==> src/rtl/disp_scheduler_pkg.sv <==
// Shared display types: scheduler FSM states, the digit value type and a
// small elaboration-time helper.
package disp_scheduler_pkg;

    localparam int unsigned DIGIT_W = 4;

    typedef logic [DIGIT_W-1:0] digit_t;

    typedef enum logic {
        S_BLANK = 1'b0,
        S_SHOW  = 1'b1
    } disp_state_e;

    function automatic int unsigned max_u(input int unsigned a, input int unsigned b);
        return (a > b) ? a : b;
    endfunction

endpackage

==> src/rtl/disp_scheduler_if.sv <==
// Key-push handshake and buffer clear between a requester and the digit scheduler.
interface disp_scheduler_if;
    import disp_scheduler_pkg::*;

    logic   push_valid;
    digit_t push_data;
    logic   push_ready;
    logic   clear;

    modport master (output push_valid, output push_data, output clear, input push_ready);
    modport slave  (input push_valid, input push_data, input clear, output push_ready);

endinterface

==> src/rtl/disp_scheduler.sv <==
// Multiplexed seven-segment digit scheduler: shows one buffered digit per slot
// with a blanking gap between slots, and accepts new key values only while blanking.
module disp_scheduler
    import disp_scheduler_pkg::*;
#(
    parameter int unsigned NDIG  = 4,
    parameter int unsigned DWELL = 50,
    parameter int unsigned BLANK = 4
) (
    input  logic              clk,
    input  logic              reset,
    input  logic              tick,
    disp_scheduler_if.slave   push,
    output digit_t            num_out,
    output logic [NDIG-1:0]   disp_en
);

    // A floor of 2 keeps the tick counter at least one bit wide.
    localparam int unsigned TMAX = max_u(max_u(DWELL, BLANK), 2);
    localparam int unsigned TW   = $clog2(TMAX);
    localparam int unsigned IW   = $clog2(NDIG);
    localparam int unsigned LW   = $clog2(NDIG + 1);

    disp_state_e   state_q;
    logic [TW-1:0] tcnt_q;
    logic [IW-1:0] idx_q;
    logic [LW-1:0] len_q;
    digit_t        dig_q [NDIG];
    logic          push_fire;

    assign push.push_ready = (state_q == S_BLANK) && !push.clear;
    assign push_fire       = push.push_valid && push.push_ready;

    // Slot timing: blank gap, then dwell on the current digit, then advance.
    always_ff @(posedge clk) begin
        if (!reset) begin
            state_q <= S_BLANK;
            tcnt_q  <= '0;
            idx_q   <= '0;
        end else if (tick) begin
            case (state_q)
                S_BLANK: begin
                    if (tcnt_q == TW'(BLANK - 1)) begin
                        state_q <= S_SHOW;
                        tcnt_q  <= '0;
                    end else begin
                        tcnt_q <= tcnt_q + TW'(1);
                    end
                end
                S_SHOW: begin
                    if (tcnt_q == TW'(DWELL - 1)) begin
                        state_q <= S_BLANK;
                        tcnt_q  <= '0;
                        idx_q   <= (idx_q == IW'(NDIG - 1)) ? '0 : idx_q + IW'(1);
                    end else begin
                        tcnt_q <= tcnt_q + TW'(1);
                    end
                end
                default: begin
                    state_q <= S_BLANK;
                    tcnt_q  <= '0;
                end
            endcase
        end
    end

    // Digit shift buffer; clear wins over a simultaneous push.
    always_ff @(posedge clk) begin
        if (!reset) begin
            for (int unsigned i = 0; i < NDIG; i++) dig_q[i] <= '0;
            len_q <= '0;
        end else if (push.clear) begin
            for (int unsigned i = 0; i < NDIG; i++) dig_q[i] <= '0;
            len_q <= '0;
        end else if (push_fire) begin
            dig_q[0] <= push.push_data;
            for (int unsigned i = 1; i < NDIG; i++) dig_q[i] <= dig_q[i-1];
            if (len_q != LW'(NDIG)) len_q <= len_q + LW'(1);
        end
    end

    // Value is presented during blanking too so the decoder settles before the enable.
    assign num_out = dig_q[idx_q];

    always_comb begin
        disp_en = '0;
        if ((state_q == S_SHOW) && (LW'(idx_q) < len_q)) disp_en[idx_q] = 1'b1;
    end

endmodule

==> src/flat_wrapper.sv <==
// flat-port wrapper written by rule: the top's interface ports become plain ports
module disp_scheduler_flat import disp_scheduler_pkg::*;
#(
    parameter int unsigned NDIG  = 4,
    parameter int unsigned DWELL = 50,
    parameter int unsigned BLANK = 4
)
  (clk, reset, tick, num_out, disp_en, push_push_valid, push_push_data, push_clear, push_push_ready);
  disp_scheduler_if push_i ();
  input  logic clk;
  input  logic reset;
  input  logic tick;
  output digit_t num_out;
  output logic [NDIG-1:0] disp_en;
  input wire logic [$bits(push_i.push_valid)-1:0] push_push_valid;
  input wire logic [$bits(push_i.push_data)-1:0] push_push_data;
  input wire logic [$bits(push_i.clear)-1:0] push_clear;
  output wire logic [$bits(push_i.push_ready)-1:0] push_push_ready;
  assign push_i.push_valid = push_push_valid;
  assign push_i.push_data = push_push_data;
  assign push_i.clear = push_clear;
  assign push_push_ready = push_i.push_ready;
  disp_scheduler #(.NDIG(NDIG), .DWELL(DWELL), .BLANK(BLANK)) u_core (.clk(clk), .reset(reset), .tick(tick), .push(push_i), .num_out(num_out), .disp_en(disp_en));
endmodule
==> config.mk <==
export PLATFORM = sky130hd
export DESIGN_NAME = disp_scheduler_flat
export DESIGN_NICKNAME = d
export VERILOG_FILES = /design/src/rtl/disp_scheduler_pkg.sv /design/src/rtl/disp_scheduler_if.sv /design/src/rtl/disp_scheduler.sv /design/src/flat_wrapper.sv
export SDC_FILE = /design/constraint.sdc
export NUM_CORES = 1
export LEC_CHECK = 0
export BUFFER_PORTS_ARGS = -buffer_cell sky130_fd_sc_hd__buf_2
export CAP_MARGIN = 30
export CORE_ASPECT_RATIO = 2
export CORE_UTILIZATION = 30
export DETAILED_ROUTE_END_ITERATION = 7
export PLACE_DENSITY = 0.54
export SETUP_SLACK_MARGIN = 0.15
export SYNTH_ARGS = -nofsm -noshare
export SYNTH_HDL_FRONTEND = slang
export SYNTH_SLANG_ARGS = --single-unit
==> constraint.sdc <==
create_clock -name clk -period 2.3 [get_ports clk]
set_input_delay 0.345 -clock clk [delete_from_list [all_inputs] [get_ports clk]]
set_output_delay 0.345 -clock clk [all_outputs]
set_load 0.02 [all_outputs]
==> reports/metrics.cfg <==
[sta]
slew_viol_final=0
worst_pin_slew_ns=0.521
setup_tns_ns=0
setup_slack_ns=0.337
period_needed_ns=1.96
rsz0062_at_grt=no
finalHoldViolCount=0
setup_viol=0
fmax_mhz=510
finClkSkew_ns=0.00509
relSlewSlack_pct=65.0
fin_crit_sh_pct=85.3

[synthesis]
yosys.area_share.simple_pct=19.9
synth_area_mm2=0.00146
synth_top_family_by_area=simple AND/OR/NAND/NOR gates
yosysSeqAreaShare_pct=49.2
synth_compound_area_share_pct=10.7
yosys_warnings=0
yosys.area_share.adder_pct=7.69
avgSynthCellArea_um2=10.8
synth-xor-area-share_pct=2.39
synthCells=136
syn_nets=154
ys_types=34
synth_mux_area_share_pct=6.15
synth-seq-cells=30

[grt]
grt_pass1_vias=1167
grt_max_degree=16
grt_usage_pct=14.0
antenna_found_initial=0
grt_pass1_wl_mm=5.42
grt-ovfl-total=0

[clocking]
cts.path.max_buffers=2
postCtsSetupBuffers=0
numCtsBuffers=5
worstSkewPairLatency_ns=0.28
cts_tree=built
cts.htree.levels=2
numClockSinks=30
post_cts_resized=0
ctsHoldBuffers=0
path_clk_slew_ns=0.06
cts-root-buf=clkbuf_8

[worst_setup_path]
critPathMaxFanout=4
cp.required_ns=1.96
r2r_start=u_core.state_q$_SDFFE_PN0P_
crit_type=flop to output pin
reg2reg_depth=2
arrival_ns=1.62
r2r-end=u_core.dig_q[0][1]$_SDFFCE_PN0P_
worst_setup_path_end_kind=output pin
critPathLaunchType=flop
rrSetupSlack_ns=0.61

[floorplanning]
rows=35
die_area_mm2=0.00518
coreArea_mm2=0.00464
die_w_um=51.4
io_pins=18
die-height_um=101
initial_core_util_pct=31.5

[power]
power_density_mw_per_mm2=690
ir_drop_mv=0.316
power_mw=1.18
p_leak_nw=0.768

[drt]
route.detailed.drc=0
initialDrtViolationCount=38
vias=1092
wl_mm=3.01
firstDrtPassIters=4
wl_per_cell_um=14.3
ant_nets=0
vias_per_cell=5.20

[status]
outcome=finished, final reports clean

[cells_and_area]
fin_nets=172
nFillCells=487
drive_gt1_share_pct=23.2
antenna_cells=0
syn_to_final_growth_pct=16.7

[min_path]
worstHoldStart=tick
hold_class=input pin to flop
hold_end=u_core.tcnt_q[1]$_SDFFE_PN0P_
hold_depth=2

[placed_design]
hpwl_mm=2.27
place.gp.congestion=0.704
dp_slack_ns=0.594
port_buffers=17

[job]
max-cap-violations=0

## through the flow
stage | util, % | instances | instance area, um^2 | hold WS (ns)
2_1_floorplan | - | 136 | 1460 | 0.442
3_3_place_gp | 34.4 | 202 | 1600 | 0.466
3_5_place_dp | 34.4 | 202 | 1600 | 0.468
4_1_cts | 36.8 | 210 | 1710 | 0.367
5_1_grt | 36.8 | 210 | 1710 | 0.369
6_report | 36.8 | 210 | 1710 | 0.373
## layer usage
metal  share of wire, %  global-route usage [%]  vias up
li1                   -                       -      531
met1                 40                    14.7      527
met2                 54                    25.2       27
met3                4.0                    3.32        7
met4                2.1                    6.24        0
met5                  0                       0        -
## cell families (layout without fill, tap and decap cells)
logic type / count (synthesis) / after routing
AND/OR/NAND/NOR: 50 / 50
buffers and inverters: 14 / 33
multiplexers: 4 / 4
flip-flops: 30 / 30
XOR/XNOR: 4 / 4
adder cells (fa/ha/maj): 9 / 9
AO/OA/AOI/OAI: 25 / 25
## cell type report
class | count | area (um^2) | area share [%]
tap | 55 | 68.8 | 4.03
sequential | 30 | 721 | 42.2
inverter | 7 | 26.3 | 1.54
clock inverter | 3 | 40.0 | 2.34
clock buffer | 5 | 68.8 | 4.03
multi-input combinational | 92 | 691 | 40.4
timing repair buffer | 18 | 92.6 | 5.42
## report_power, final
group          switching [mW]  internal, mW
sequential             0.0132         0.571
clock                   0.197         0.318
combinational          0.0466        0.0325
total                   0.257         0.922
## critical path, stage by stage (launching register included)
cell and delay (ns):
dfxtp_1 0.36, inv_1 0.08, ha_1 0.29, a21oi_1 0.28, o211a_1 0.18, buf_2 0.16
## cell usage in the layout (no fill, tap or decap), types with 2 or more instances in the layout
cell type and n:
buf_2 17, o211a_1 4, nor3_1 5, ha_1 9
clkbuf_8 5, inv_1 7, edfxtp_1 12, nand3_1 2
and3_1 12, or3_1 2, mux4_2 4, clkinv_2 2
nand2_1 11, dfxtp_1 18, nand2b_1 4, nor2_1 3
xor2_1 3, a21oi_1 12, nand4_1 3, o21ai_0 5
## registers in the layout (all words and copies together) (netlist names), named ones only
| register | count |
|---|---|
| u_core.tcnt_q | 6 |
| u_core.dig_q | 16 |
| u_core.len_q | 3 |
| u_core.state_q | 1 |
| u_core.idx_q | 2 |
## synth_stat cells
master | n | share of area (%)
a2111oi_0 | 1 | 0.60
a211oi_1 | 1 | 0.51
a21oi_1 | 12 | 4.1
and2_1 | 1 | 0.43
and3_1 | 12 | 5.1
and4b_1 | 1 | 0.68
buf_1 | 1 | 0.26
buf_2 | 3 | 1.0
clkbuf_1 | 2 | 0.51
clkbuf_2 | 1 | 0.34
dfxtp_1 | 18 | 25
edfxtp_1 | 12 | 25
ha_1 | 9 | 7.7
inv_1 | 7 | 1.8
mux4_2 | 4 | 6.2
nand2_1 | 11 | 2.8
nand2b_1 | 4 | 1.7
nand3_1 | 2 | 0.68
nand4_1 | 3 | 1.3
nor2_1 | 3 | 0.77
nor3_1 | 5 | 1.7
nor3_2 | 1 | 0.68
nor3b_1 | 1 | 0.51
o211a_1 | 4 | 2.7
o21ai_0 | 5 | 1.7
o21ai_1 | 1 | 0.34
o21ba_2 | 1 | 0.68
or3_1 | 2 | 0.85
or3b_2 | 1 | 0.60
or3b_4 | 1 | 0.77
or4_1 | 1 | 0.51
or4_4 | 1 | 0.77
xnor2_1 | 1 | 0.60
xor2_1 | 3 | 1.8
## worst max-delay path by stage
stage | from | to | slack [ns] | cells after the start
after floorplan | u_core.state_q$_SDFFE_PN0P_ | u_core.dig_q[0][0]$_SDFFCE_PN0P_ | 0.68 | 4
after global placement | push_clear | u_core.dig_q[0][3]$_SDFFCE_PN0P_ | 0.62 | 3
after detailed placement | u_core.state_q$_SDFFE_PN0P_ | u_core.dig_q[0][3]$_SDFFCE_PN0P_ | 0.59 | 2
after CTS | u_core.len_q[1]$_SDFFE_PP0P_ | disp_en[1] | 0.35 | 5
after global routing | u_core.len_q[1]$_SDFFE_PP0P_ | disp_en[1] | 0.20 | 5
final | u_core.len_q[1]$_SDFFE_PP0P_ | disp_en[2] | 0.34 | 5
Power figures use the tool's default switching activity.
